$ cat config.mk
export PLATFORM = sky130hd
export DESIGN_NAME = id_ex_stage_flat
export DESIGN_NICKNAME = d
export VERILOG_FILES = /design/src/rtl/id_ex_stage_if.sv /design/src/rtl/id_ex_stage.sv /design/src/flat_wrapper.sv
export SDC_FILE = /design/constraint.sdc
export NUM_CORES = 1
export LEC_CHECK = 0
export CELL_PAD_IN_SITES_DETAIL_PLACEMENT = 0
export CELL_PAD_IN_SITES_GLOBAL_PLACEMENT = 1
export CORE_ASPECT_RATIO = 2
export CORE_MARGIN = 4
export CORE_UTILIZATION = 23
export DETAILED_ROUTE_END_ITERATION = 16
export GPL_ROUTABILITY_DRIVEN = 0
export HOLD_SLACK_MARGIN = 0.12
export PLACE_DENSITY_LB_ADDON = 0.1
export SLEW_MARGIN = 40
export SYNTH_ARGS = -nofsm -noshare
export SYNTH_HDL_FRONTEND = slang
export SYNTH_SLANG_ARGS = --single-unit
$ cat constraint.sdc
create_clock -name clk -period 1.8 [get_ports clk]
set_input_delay 0.54 -clock clk [delete_from_list [all_inputs] [get_ports clk]]
set_output_delay 0.54 -clock clk [all_outputs]
set_load 0.01 [all_outputs]
$ cat src/rtl/id_ex_stage_if.sv
// ID -> EX stage bundle: decoded instruction from ID, the ID/EX register
// contents toward forwarding/EX, and the stall back toward PC/IF_ID.
interface id_ex_stage_if #(
    parameter int unsigned DATA_W = 64,
    parameter int unsigned CNT_W  = 16
);
    logic [4:0]        IF_ID_RegisterRn1;
    logic [4:0]        IF_ID_RegisterRm2;
    logic [4:0]        IF_ID_RegisterRd;
    logic              IF_ID_UsesRm;
    logic [DATA_W-1:0] ID_ReadData1;
    logic [DATA_W-1:0] ID_ReadData2;
    logic [DATA_W-1:0] ID_SignExtImm;
    logic [1:0]        ID_ALUOp;
    logic              ID_ALUSrc;
    logic              ID_MemRead;
    logic              ID_MemWrite;
    logic              ID_RegWrite;
    logic              ID_MemtoReg;
    logic              ID_Branch;
    logic              Flush;

    logic              Stall;
    logic              ID_EX_Valid;
    logic [4:0]        ID_EX_RegisterRn1;
    logic [4:0]        ID_EX_RegisterRm2;
    logic [4:0]        ID_EX_RegisterRd;
    logic [DATA_W-1:0] ID_EX_ReadData1;
    logic [DATA_W-1:0] ID_EX_ReadData2;
    logic [DATA_W-1:0] ID_EX_SignExtImm;
    logic [1:0]        ID_EX_ALUOp;
    logic              ID_EX_ALUSrc;
    logic              ID_EX_MemRead;
    logic              ID_EX_MemWrite;
    logic              ID_EX_RegWrite;
    logic              ID_EX_MemtoReg;
    logic              ID_EX_Branch;
    logic [CNT_W-1:0]  BubbleCount;

    // Decode side: drives the ID instruction, observes the stage.
    modport master (
        output IF_ID_RegisterRn1, IF_ID_RegisterRm2, IF_ID_RegisterRd, IF_ID_UsesRm,
        output ID_ReadData1, ID_ReadData2, ID_SignExtImm, ID_ALUOp,
        output ID_ALUSrc, ID_MemRead, ID_MemWrite, ID_RegWrite, ID_MemtoReg, ID_Branch,
        output Flush,
        input  Stall, ID_EX_Valid,
        input  ID_EX_RegisterRn1, ID_EX_RegisterRm2, ID_EX_RegisterRd,
        input  ID_EX_ReadData1, ID_EX_ReadData2, ID_EX_SignExtImm, ID_EX_ALUOp,
        input  ID_EX_ALUSrc, ID_EX_MemRead, ID_EX_MemWrite, ID_EX_RegWrite,
        input  ID_EX_MemtoReg, ID_EX_Branch, BubbleCount
    );

    modport slave (
        input  IF_ID_RegisterRn1, IF_ID_RegisterRm2, IF_ID_RegisterRd, IF_ID_UsesRm,
        input  ID_ReadData1, ID_ReadData2, ID_SignExtImm, ID_ALUOp,
        input  ID_ALUSrc, ID_MemRead, ID_MemWrite, ID_RegWrite, ID_MemtoReg, ID_Branch,
        input  Flush,
        output Stall, ID_EX_Valid,
        output ID_EX_RegisterRn1, ID_EX_RegisterRm2, ID_EX_RegisterRd,
        output ID_EX_ReadData1, ID_EX_ReadData2, ID_EX_SignExtImm, ID_EX_ALUOp,
        output ID_EX_ALUSrc, ID_EX_MemRead, ID_EX_MemWrite, ID_EX_RegWrite,
        output ID_EX_MemtoReg, ID_EX_Branch, BubbleCount
    );
endinterface

$ cat src/rtl/id_ex_stage.sv
// ID/EX pipeline register with load-use hazard detection: inserts one bubble
// per dependent load, flushes on taken branches, counts bubbles (saturating).
module id_ex_stage #(
    parameter int unsigned DATA_W = 64,
    parameter int unsigned CNT_W  = 16
) (
    input logic          clk,
    input logic          reset,
    id_ex_stage_if.slave bus
);
    localparam logic [4:0] XZR = 5'd31;

    typedef struct packed {
        logic              valid;
        logic [4:0]        rn1;
        logic [4:0]        rm2;
        logic [4:0]        rd;
        logic [DATA_W-1:0] readData1;
        logic [DATA_W-1:0] readData2;
        logic [DATA_W-1:0] signExtImm;
        logic [1:0]        aluOp;
        logic              aluSrc;
        logic              memRead;
        logic              memWrite;
        logic              regWrite;
        logic              memtoReg;
        logic              branch;
    } exReg_t;

    // Bubble and reset share one encoding: XZR register numbers keep forwarding inert.
    function automatic exReg_t bubbleReg();
        exReg_t b;
        b     = '0;
        b.rn1 = XZR;
        b.rm2 = XZR;
        b.rd  = XZR;
        return b;
    endfunction

    exReg_t           exQ;
    exReg_t           exD;
    exReg_t           captured;
    logic [CNT_W-1:0] bubbleCountQ;
    logic [CNT_W-1:0] bubbleCountD;
    logic             hazard;
    logic             stallInt;

    always_comb begin
        captured            = '0;
        captured.valid      = 1'b1;
        captured.rn1        = bus.IF_ID_RegisterRn1;
        captured.rm2        = bus.IF_ID_RegisterRm2;
        captured.rd         = bus.IF_ID_RegisterRd;
        captured.readData1  = bus.ID_ReadData1;
        captured.readData2  = bus.ID_ReadData2;
        captured.signExtImm = bus.ID_SignExtImm;
        captured.aluOp      = bus.ID_ALUOp;
        captured.aluSrc     = bus.ID_ALUSrc;
        captured.memRead    = bus.ID_MemRead;
        captured.memWrite   = bus.ID_MemWrite;
        captured.regWrite   = bus.ID_RegWrite;
        captured.memtoReg   = bus.ID_MemtoReg;
        captured.branch     = bus.ID_Branch;
    end

    // Load in EX whose destination the ID instruction reads; a flush overrides it.
    always_comb begin
        hazard   = exQ.valid && exQ.memRead && (exQ.rd != XZR) &&
                   ((exQ.rd == bus.IF_ID_RegisterRn1) ||
                    (bus.IF_ID_UsesRm && (exQ.rd == bus.IF_ID_RegisterRm2)));
        stallInt = hazard && !bus.Flush;
    end

    always_comb begin
        exD          = captured;
        bubbleCountD = bubbleCountQ;
        if (bus.Flush) begin
            exD = bubbleReg();
        end else if (stallInt) begin
            exD = bubbleReg();
            if (bubbleCountQ != {CNT_W{1'b1}}) begin
                bubbleCountD = bubbleCountQ + CNT_W'(1);
            end
        end
    end

    always_ff @(posedge clk) begin
        if (reset) begin
            exQ          <= bubbleReg();
            bubbleCountQ <= '0;
        end else begin
            exQ          <= exD;
            bubbleCountQ <= bubbleCountD;
        end
    end

    assign bus.Stall             = stallInt;
    assign bus.ID_EX_Valid       = exQ.valid;
    assign bus.ID_EX_RegisterRn1 = exQ.rn1;
    assign bus.ID_EX_RegisterRm2 = exQ.rm2;
    assign bus.ID_EX_RegisterRd  = exQ.rd;
    assign bus.ID_EX_ReadData1   = exQ.readData1;
    assign bus.ID_EX_ReadData2   = exQ.readData2;
    assign bus.ID_EX_SignExtImm  = exQ.signExtImm;
    assign bus.ID_EX_ALUOp       = exQ.aluOp;
    assign bus.ID_EX_ALUSrc      = exQ.aluSrc;
    assign bus.ID_EX_MemRead     = exQ.memRead;
    assign bus.ID_EX_MemWrite    = exQ.memWrite;
    assign bus.ID_EX_RegWrite    = exQ.regWrite;
    assign bus.ID_EX_MemtoReg    = exQ.memtoReg;
    assign bus.ID_EX_Branch      = exQ.branch;
    assign bus.BubbleCount       = bubbleCountQ;
endmodule

$ cat src/flat_wrapper.sv
// flat-port wrapper written by rule: the top's interface ports become plain ports
module id_ex_stage_flat 
#(
    parameter int unsigned DATA_W = 64,
    parameter int unsigned CNT_W  = 16
)
  (clk, reset, bus_IF_ID_RegisterRn1, bus_IF_ID_RegisterRm2, bus_IF_ID_RegisterRd, bus_IF_ID_UsesRm, bus_ID_ReadData1, bus_ID_ReadData2, bus_ID_SignExtImm, bus_ID_ALUOp, bus_ID_ALUSrc, bus_ID_MemRead, bus_ID_MemWrite, bus_ID_RegWrite, bus_ID_MemtoReg, bus_ID_Branch, bus_Flush, bus_Stall, bus_ID_EX_Valid, bus_ID_EX_RegisterRn1, bus_ID_EX_RegisterRm2, bus_ID_EX_RegisterRd, bus_ID_EX_ReadData1, bus_ID_EX_ReadData2, bus_ID_EX_SignExtImm, bus_ID_EX_ALUOp, bus_ID_EX_ALUSrc, bus_ID_EX_MemRead, bus_ID_EX_MemWrite, bus_ID_EX_RegWrite, bus_ID_EX_MemtoReg, bus_ID_EX_Branch, bus_BubbleCount);
  id_ex_stage_if #(.DATA_W(DATA_W), .CNT_W(CNT_W)) bus_i ();
  input logic clk;
  input logic reset;
  input wire logic [$bits(bus_i.IF_ID_RegisterRn1)-1:0] bus_IF_ID_RegisterRn1;
  input wire logic [$bits(bus_i.IF_ID_RegisterRm2)-1:0] bus_IF_ID_RegisterRm2;
  input wire logic [$bits(bus_i.IF_ID_RegisterRd)-1:0] bus_IF_ID_RegisterRd;
  input wire logic [$bits(bus_i.IF_ID_UsesRm)-1:0] bus_IF_ID_UsesRm;
  input wire logic [$bits(bus_i.ID_ReadData1)-1:0] bus_ID_ReadData1;
  input wire logic [$bits(bus_i.ID_ReadData2)-1:0] bus_ID_ReadData2;
  input wire logic [$bits(bus_i.ID_SignExtImm)-1:0] bus_ID_SignExtImm;
  input wire logic [$bits(bus_i.ID_ALUOp)-1:0] bus_ID_ALUOp;
  input wire logic [$bits(bus_i.ID_ALUSrc)-1:0] bus_ID_ALUSrc;
  input wire logic [$bits(bus_i.ID_MemRead)-1:0] bus_ID_MemRead;
  input wire logic [$bits(bus_i.ID_MemWrite)-1:0] bus_ID_MemWrite;
  input wire logic [$bits(bus_i.ID_RegWrite)-1:0] bus_ID_RegWrite;
  input wire logic [$bits(bus_i.ID_MemtoReg)-1:0] bus_ID_MemtoReg;
  input wire logic [$bits(bus_i.ID_Branch)-1:0] bus_ID_Branch;
  input wire logic [$bits(bus_i.Flush)-1:0] bus_Flush;
  output wire logic [$bits(bus_i.Stall)-1:0] bus_Stall;
  output wire logic [$bits(bus_i.ID_EX_Valid)-1:0] bus_ID_EX_Valid;
  output wire logic [$bits(bus_i.ID_EX_RegisterRn1)-1:0] bus_ID_EX_RegisterRn1;
  output wire logic [$bits(bus_i.ID_EX_RegisterRm2)-1:0] bus_ID_EX_RegisterRm2;
  output wire logic [$bits(bus_i.ID_EX_RegisterRd)-1:0] bus_ID_EX_RegisterRd;
  output wire logic [$bits(bus_i.ID_EX_ReadData1)-1:0] bus_ID_EX_ReadData1;
  output wire logic [$bits(bus_i.ID_EX_ReadData2)-1:0] bus_ID_EX_ReadData2;
  output wire logic [$bits(bus_i.ID_EX_SignExtImm)-1:0] bus_ID_EX_SignExtImm;
  output wire logic [$bits(bus_i.ID_EX_ALUOp)-1:0] bus_ID_EX_ALUOp;
  output wire logic [$bits(bus_i.ID_EX_ALUSrc)-1:0] bus_ID_EX_ALUSrc;
  output wire logic [$bits(bus_i.ID_EX_MemRead)-1:0] bus_ID_EX_MemRead;
  output wire logic [$bits(bus_i.ID_EX_MemWrite)-1:0] bus_ID_EX_MemWrite;
  output wire logic [$bits(bus_i.ID_EX_RegWrite)-1:0] bus_ID_EX_RegWrite;
  output wire logic [$bits(bus_i.ID_EX_MemtoReg)-1:0] bus_ID_EX_MemtoReg;
  output wire logic [$bits(bus_i.ID_EX_Branch)-1:0] bus_ID_EX_Branch;
  output wire logic [$bits(bus_i.BubbleCount)-1:0] bus_BubbleCount;
  assign bus_i.IF_ID_RegisterRn1 = bus_IF_ID_RegisterRn1;
  assign bus_i.IF_ID_RegisterRm2 = bus_IF_ID_RegisterRm2;
  assign bus_i.IF_ID_RegisterRd = bus_IF_ID_RegisterRd;
  assign bus_i.IF_ID_UsesRm = bus_IF_ID_UsesRm;
  assign bus_i.ID_ReadData1 = bus_ID_ReadData1;
  assign bus_i.ID_ReadData2 = bus_ID_ReadData2;
  assign bus_i.ID_SignExtImm = bus_ID_SignExtImm;
  assign bus_i.ID_ALUOp = bus_ID_ALUOp;
  assign bus_i.ID_ALUSrc = bus_ID_ALUSrc;
  assign bus_i.ID_MemRead = bus_ID_MemRead;
  assign bus_i.ID_MemWrite = bus_ID_MemWrite;
  assign bus_i.ID_RegWrite = bus_ID_RegWrite;
  assign bus_i.ID_MemtoReg = bus_ID_MemtoReg;
  assign bus_i.ID_Branch = bus_ID_Branch;
  assign bus_i.Flush = bus_Flush;
  assign bus_Stall = bus_i.Stall;
  assign bus_ID_EX_Valid = bus_i.ID_EX_Valid;
  assign bus_ID_EX_RegisterRn1 = bus_i.ID_EX_RegisterRn1;
  assign bus_ID_EX_RegisterRm2 = bus_i.ID_EX_RegisterRm2;
  assign bus_ID_EX_RegisterRd = bus_i.ID_EX_RegisterRd;
  assign bus_ID_EX_ReadData1 = bus_i.ID_EX_ReadData1;
  assign bus_ID_EX_ReadData2 = bus_i.ID_EX_ReadData2;
  assign bus_ID_EX_SignExtImm = bus_i.ID_EX_SignExtImm;
  assign bus_ID_EX_ALUOp = bus_i.ID_EX_ALUOp;
  assign bus_ID_EX_ALUSrc = bus_i.ID_EX_ALUSrc;
  assign bus_ID_EX_MemRead = bus_i.ID_EX_MemRead;
  assign bus_ID_EX_MemWrite = bus_i.ID_EX_MemWrite;
  assign bus_ID_EX_RegWrite = bus_i.ID_EX_RegWrite;
  assign bus_ID_EX_MemtoReg = bus_i.ID_EX_MemtoReg;
  assign bus_ID_EX_Branch = bus_i.ID_EX_Branch;
  assign bus_BubbleCount = bus_i.BubbleCount;
  id_ex_stage #(.DATA_W(DATA_W), .CNT_W(CNT_W)) u_core (.clk(clk), .reset(reset), .bus(bus_i));
endmodule
# Word-level counts from Yosys, hierarchy flattened
# Index checks and enable logic that the tools add are counted.
dict set report totals {
  wordCells 32
  register_bits 232
  in_bits 219
}
dict set report op_classes {
  add_sub_neg 1
  n_reduce_logical 10
  muxes 1
  n_bitwise 1
  n_eq_ne 4
}
# operator n
set op_table {}
lappend op_table {{2-to-1 mux 216 bit} 1}
lappend op_table {{adder 16 x 1 -> 16 bit, second input constant} 1}
lappend op_table {{!= test 16 bit, second input constant} 1}
lappend op_table {{equality test 5 bit} 2}
lappend op_table {{logical AND 1 bit} 5}
lappend op_table {{!= test 5 bit, second input constant} 1}
lappend op_table {{AND reduction 3 bit} 1}
lappend op_table {{OR reduction 3 bit} 1}
lappend op_table {{OR reduction 2 bit} 1}
lappend op_table {{logical NOT 1 bit} 1}
lappend op_table {{logical OR 1 bit} 1}
lappend op_table {{NOT 1 bit} 1}

# Depth between registers and ports, before layout
dict set report depth {
  depth_word 6
  mapped_depth 7
}

# Worst setup path before layout
# Ideal clock, no wire load.
dict set report synth_path {
  path_kind {in2out}
  from {input port bus_IF_ID_RegisterRn1[4]}
  to {output port bus_Stall}
  setup_slack_ns -0.138
  required_ns 1.260
  arrival_ns 1.398
  path_stages 5
  cell_sequence {xnor2_1 -> nand3_1 -> o22a_1 -> buf_2 -> nor2_1}
}
dict set report synth_between {
  elab_chain_cells 4
}
# item line_no
set synth_lines {}
lappend synth_lines {{from (decl)} flat_wrapper.sv:11} ;# input wire logic [$bits(bus_i.IF_ID_RegisterRn1)-1:0] bus_IF_ID_RegisterRn1;
lappend synth_lines {{equality test 5 bit} id_ex_stage.sv:69} ;# ((exQ.rd == bus.IF_ID_RegisterRn1) ||
lappend synth_lines {{logical OR 1 bit} id_ex_stage.sv:69}
lappend synth_lines {{logical AND 1 bit} id_ex_stage.sv:68} ;# hazard = exQ.valid && exQ.memRead && (exQ.rd != XZR) &&
lappend synth_lines {{logical AND 1 bit} id_ex_stage.sv:71} ;# stallInt = hazard && !bus.Flush;
lappend synth_lines {{to (decl)} flat_wrapper.sv:26} ;# output wire logic [$bits(bus_i.Stall)-1:0] bus_Stall;
# Every way passes these cells.

# Worst setup path in the final report
dict set report layout_path {
  from {register u_core.exQ (netlist bit u_core.bus.ID_EX_RegisterRd[2])}
  to {output port bus_Stall}
}
dict set report layout_between {
  elab_chain_cells 5
  word_cells_on_any_way 8
  classes_between {eq/ne: 3; reduce/logical: 5}
}
# item line_no
set layout_lines {}
lappend layout_lines {{from (decl)} id_ex_stage.sv:40} ;# exReg_t exQ;
lappend layout_lines {{from (signal assigned)} id_ex_stage.sv:89} ;# exQ <= bubbleReg();
lappend layout_lines {{equality test 5 bit} id_ex_stage.sv:70} ;# (bus.IF_ID_UsesRm && (exQ.rd == bus.IF_ID_RegisterRm2)));
lappend layout_lines {{logical AND 1 bit} id_ex_stage.sv:70}
lappend layout_lines {{logical OR 1 bit} id_ex_stage.sv:69}
lappend layout_lines {{logical AND 1 bit (*)} id_ex_stage.sv:68}
lappend layout_lines {{logical AND 1 bit (*)} id_ex_stage.sv:71}
# Every way passes the cells marked *; elsewhere a longest branch is shown, timed or not.

==> summary.md <==
| Metric | Value |
|---|---|
| H-tree depth | `1` |
| Vias in the first global route | `approximately 6000` |
| RSZ-0062 raised after global routing | `yes` |
| Clock Path Buffers | `3` |
| Worst setup margin | `-0.551 ns` |
| Nets@finish | `~1300` |
| Clock skew | `between 0.009 and 0.01 ns` |
| Layout cells sized above 1 | `a little under a fifth` |
| Kind of critical path | `register to output port` |
| Hold_ws | `around 0.29 ns` |
| Storage cell area | `about 0.0047 sq mm` |
| Die X | `between 100 and 150 microns` |
| Post-synth cell types | `45` |
| Crit path arrival time | `approximately 1.8 ns` |
| Total global routing track utilization | `between 10% and 20%` |
| Clk sinks | `~230` |
| Syn_area_per_cell | `~12 sq um` |
| Placed Instances | `about 1400` |
| Buffers added on ports | `between 400 and 500` |
| Vert. Die Dim | `around 250 microns` |
| PD cells | `just under 900 mW/mm^2` |
| Num CTS Buffers | `24` |
| Largest net degree at the start of global routing | `25` |
| Worst IR Drop VDD | `~0.0007 V` |
| Syn_nets | `between 800 and 900` |
| Non-filler cells, final | `1500` |
| Post-Syn Area | `between 0.006 and 0.007 sq mm` |
| Sequential area share after synthesis | `approximately two thirds` |
| DRT iter0 DRCs | `~130` |
| Drt first pass iters | `4` |
| Hold Vio Cnt, Final | `0` |
| Fillers | `~2900` |
| Core Region | `a little under 0.03 sq mm` |
| Grt ovf | `0` |
| CP Max Fanout | `4` |
| Syn-to-layout area delta | `98.5%` |
| Drt total wl | `roughly 29 mm` |
| CP required | `between 1 and 1.5 ns` |
| CP Launch Type | `register` |
| Cells after Synth | `slightly below 600` |
| Routed len/inst | `between 15 and 20 microns` |
| Final HPWL DP | `21.7 mm` |
| Status | `complete, but fails checks` |
| Max-cap viol count | `0` |
| Area of the multi-input gates | `0.00243 sq mm` |
| Final Cycle Share | `131%` |
| Final Setup Violations | `~230` |
| Die ar. | `approximately 0.033 sq mm` |
| # DRC | `0` |
| Floorplan row count | `89` |
| Fin. max-slew vios | `0` |
| Via count | `around 6000` |
| Max transition margin | `between 70% and 80%` |
| Most frequent cells in the layout | `222 x dlygate4sd2_1, 216 x dfxtp_1, 208 x clkdlybuf4s50_1, 199 x and2_1, 48 x buf_4` |
| TNS Setup | `-30.65 ns` |
| #FFs+latches synth | `around 230` |
| Clock-pin slew on the worst setup and hold paths | `around 0.060 ns` |
| CTS tree | `built` |
| Clk Latency, worst-skew pair | `roughly 0.52 ns` |
| Min-Delay Path Class | `input port to register` |
| YS warnings | `0` |
| Worst slew pin tran | `0.355 ns` |
| Total power | `12.0 mW` |
| CTS root buffer | `clkbuf_16` |
| Drt via density | `~4` |
| # hold bufs at CTS | `0` |
| IO Count | `roughly 450` |
| Initial antenna violation count | `3` |
| Crit. End Element | `output port` |
| Min cycle time layout | `between 2 and 2.5 ns` |
| Antenna-violating nets left | `0` |
| Failing checks | `negative setup slack` |
| Commonest non-fill, non-tap cell in the layout | `dlygate4sd2_1` |
| Global-route wire length before repair | `between 30 and 40 mm` |
| Initial Util | `between 20% and 30%` |
| Static leakage | `between 6 and 7 nW` |
| Final core occ | `a little under half` |
| Fmax achieved | `around 0.43 GHz` |
[power by group]
part | switching [mW] | leakage [nW] | internal (mW)
sequential | 0.0472 | 1.91 | 5.32
clock | 2.07 | 0.409 | 3.19
combinational | 0.471 | 4.09 | 0.883
total | 2.59 | 6.41 | 9.40
[path summary, 6_finish.rpt]
kind,startpoint,to,slack [ns],cells after the start
worst max-delay path,u_core.bus.ID_EX_RegisterRd[2],bus_Stall,-0.55,6
worst min-delay path,bus_IF_ID_RegisterRn1[1],u_core.bus.ID_EX_RegisterRn1[1],0.29,2
worst max register to register,u_core.bus.ID_EX_RegisterRd[2],u_core.bus.BubbleCount[13],-0.33,10
worst min register to register,u_core.bus.BubbleCount[15],u_core.bus.BubbleCount[15],0.59,2
[metal layers]
layer / part of all wire (%) / up-vias / routed length, microns / global-route usage, %
met2: 57 / 279 / 16400 / 32.7
li1: - / 2938 / - / -
met5: 0.045 / - / 13 / 0
met1: 31 / 2710 / 9060 / 15.3
met3: 8.9 / 49 / 2560 / 5.72
met4: 2.6 / 2 / 757 / 5.30
[flip-flops by register name (all words and copies together) (netlist names), 2 cells and up]
name / flops
u_core.bus.ID_EX_ReadData1: 64
u_core.bus.ID_EX_ReadData2: 64
u_core.bus.ID_EX_SignExtImm: 64
u_core.bus.BubbleCount: 16
u_core.bus.ID_EX_RegisterRd: 5
u_core.bus.ID_EX_RegisterRm2: 5
u_core.bus.ID_EX_RegisterRn1: 5
u_core.bus.ID_EX_ALUOp: 2
[synth_stat cells (all sizes together)]
| cell type | instances | area [sq um] |
|---|---|---|
| mux2 | 7 | 93.8 |
| a311oi | 2 | 17.5 |
| o2111ai | 1 | 8.76 |
| nor4b | 1 | 8.76 |
| xnor2 | 10 | 87.6 |
| nand4 | 6 | 43.8 |
| and3 | 2 | 12.5 |
| a21oi | 7 | 38.8 |
| nor3 | 5 | 30.0 |
| nand2b | 15 | 93.8 |
| nor4 | 5 | 50.1 |
| nor2b | 9 | 56.3 |
| and2 | 200 | 1250 |
| inv | 1 | 3.75 |
| and4 | 1 | 8.76 |
| a211oi | 1 | 20.0 |
| buf | 17 | 105 |
| o21ai | 1 | 5.00 |
| a31oi | 3 | 18.8 |
| nor2 | 12 | 61.3 |
| dfxtp | 232 | 4640 |
| o22ai | 1 | 12.5 |
| or4 | 5 | 41.3 |
| nand2 | 7 | 26.3 |
| ha | 1 | 12.5 |
| or3 | 1 | 6.26 |
| a21o | 1 | 8.76 |
| o211ai | 2 | 20.0 |
| o31ai | 5 | 37.5 |
| clkbuf | 12 | 50.1 |
| nand3 | 7 | 35.0 |
| o22a | 1 | 8.76 |
| nand3b | 1 | 7.51 |
[per-stage QoR]
| step | area [sq um] | setup WS (ns) |
|---|---|---|
| after floorplan | 7020 | -0.0669 |
| after global placement | 12300 | -1.22 |
| after detailed placement | 12300 | -1.21 |
| after CTS | 13400 | -0.610 |
| after global routing | 13700 | -0.645 |
| final | 13800 | -0.551 |
[area by class of cell]
type                    instances  area share, %
diodes                          2         0.0364
flip-flops and latches        232           34.0
well taps                     364           3.31
repair buffers                539           38.9
clock buffers                  34           5.23
inverters                       1         0.0273
clock inverters                 7          0.819
multi-input cells             321           17.7
[cells by family after synthesis]
family	count (synthesis)	share of synthesized area, %
buffers and inverters	30	2.29
and+or+nand+nor	277	25.0
adders and majority gates	1	0.181
DFF	232	67.1
xor gates and xnor gates	10	1.26
AOI/OAI and AO/OA	25	2.84
muxes	7	1.35
[worst max-delay path, stage by stage (launching register included)]
cell and delay (ns):
dfxtp_4 0.36, buf_6 0.12, xnor2_2 0.15, nand2_2 0.09
o22a_1 0.26, nor2_4 0.17, buf_6 0.13
[what timing repair did]
item | 4_1_cts | 5_1_grt
gates resized for setup | 325 | 44
endpoints found under the setup margin | 462 | 236
endpoints found under the hold margin | 0 | 0
cloned | 13 | 1
pin swaps | 8 | 17
setup buffers | 15 | 10
Power figures use the tool's default switching activity.
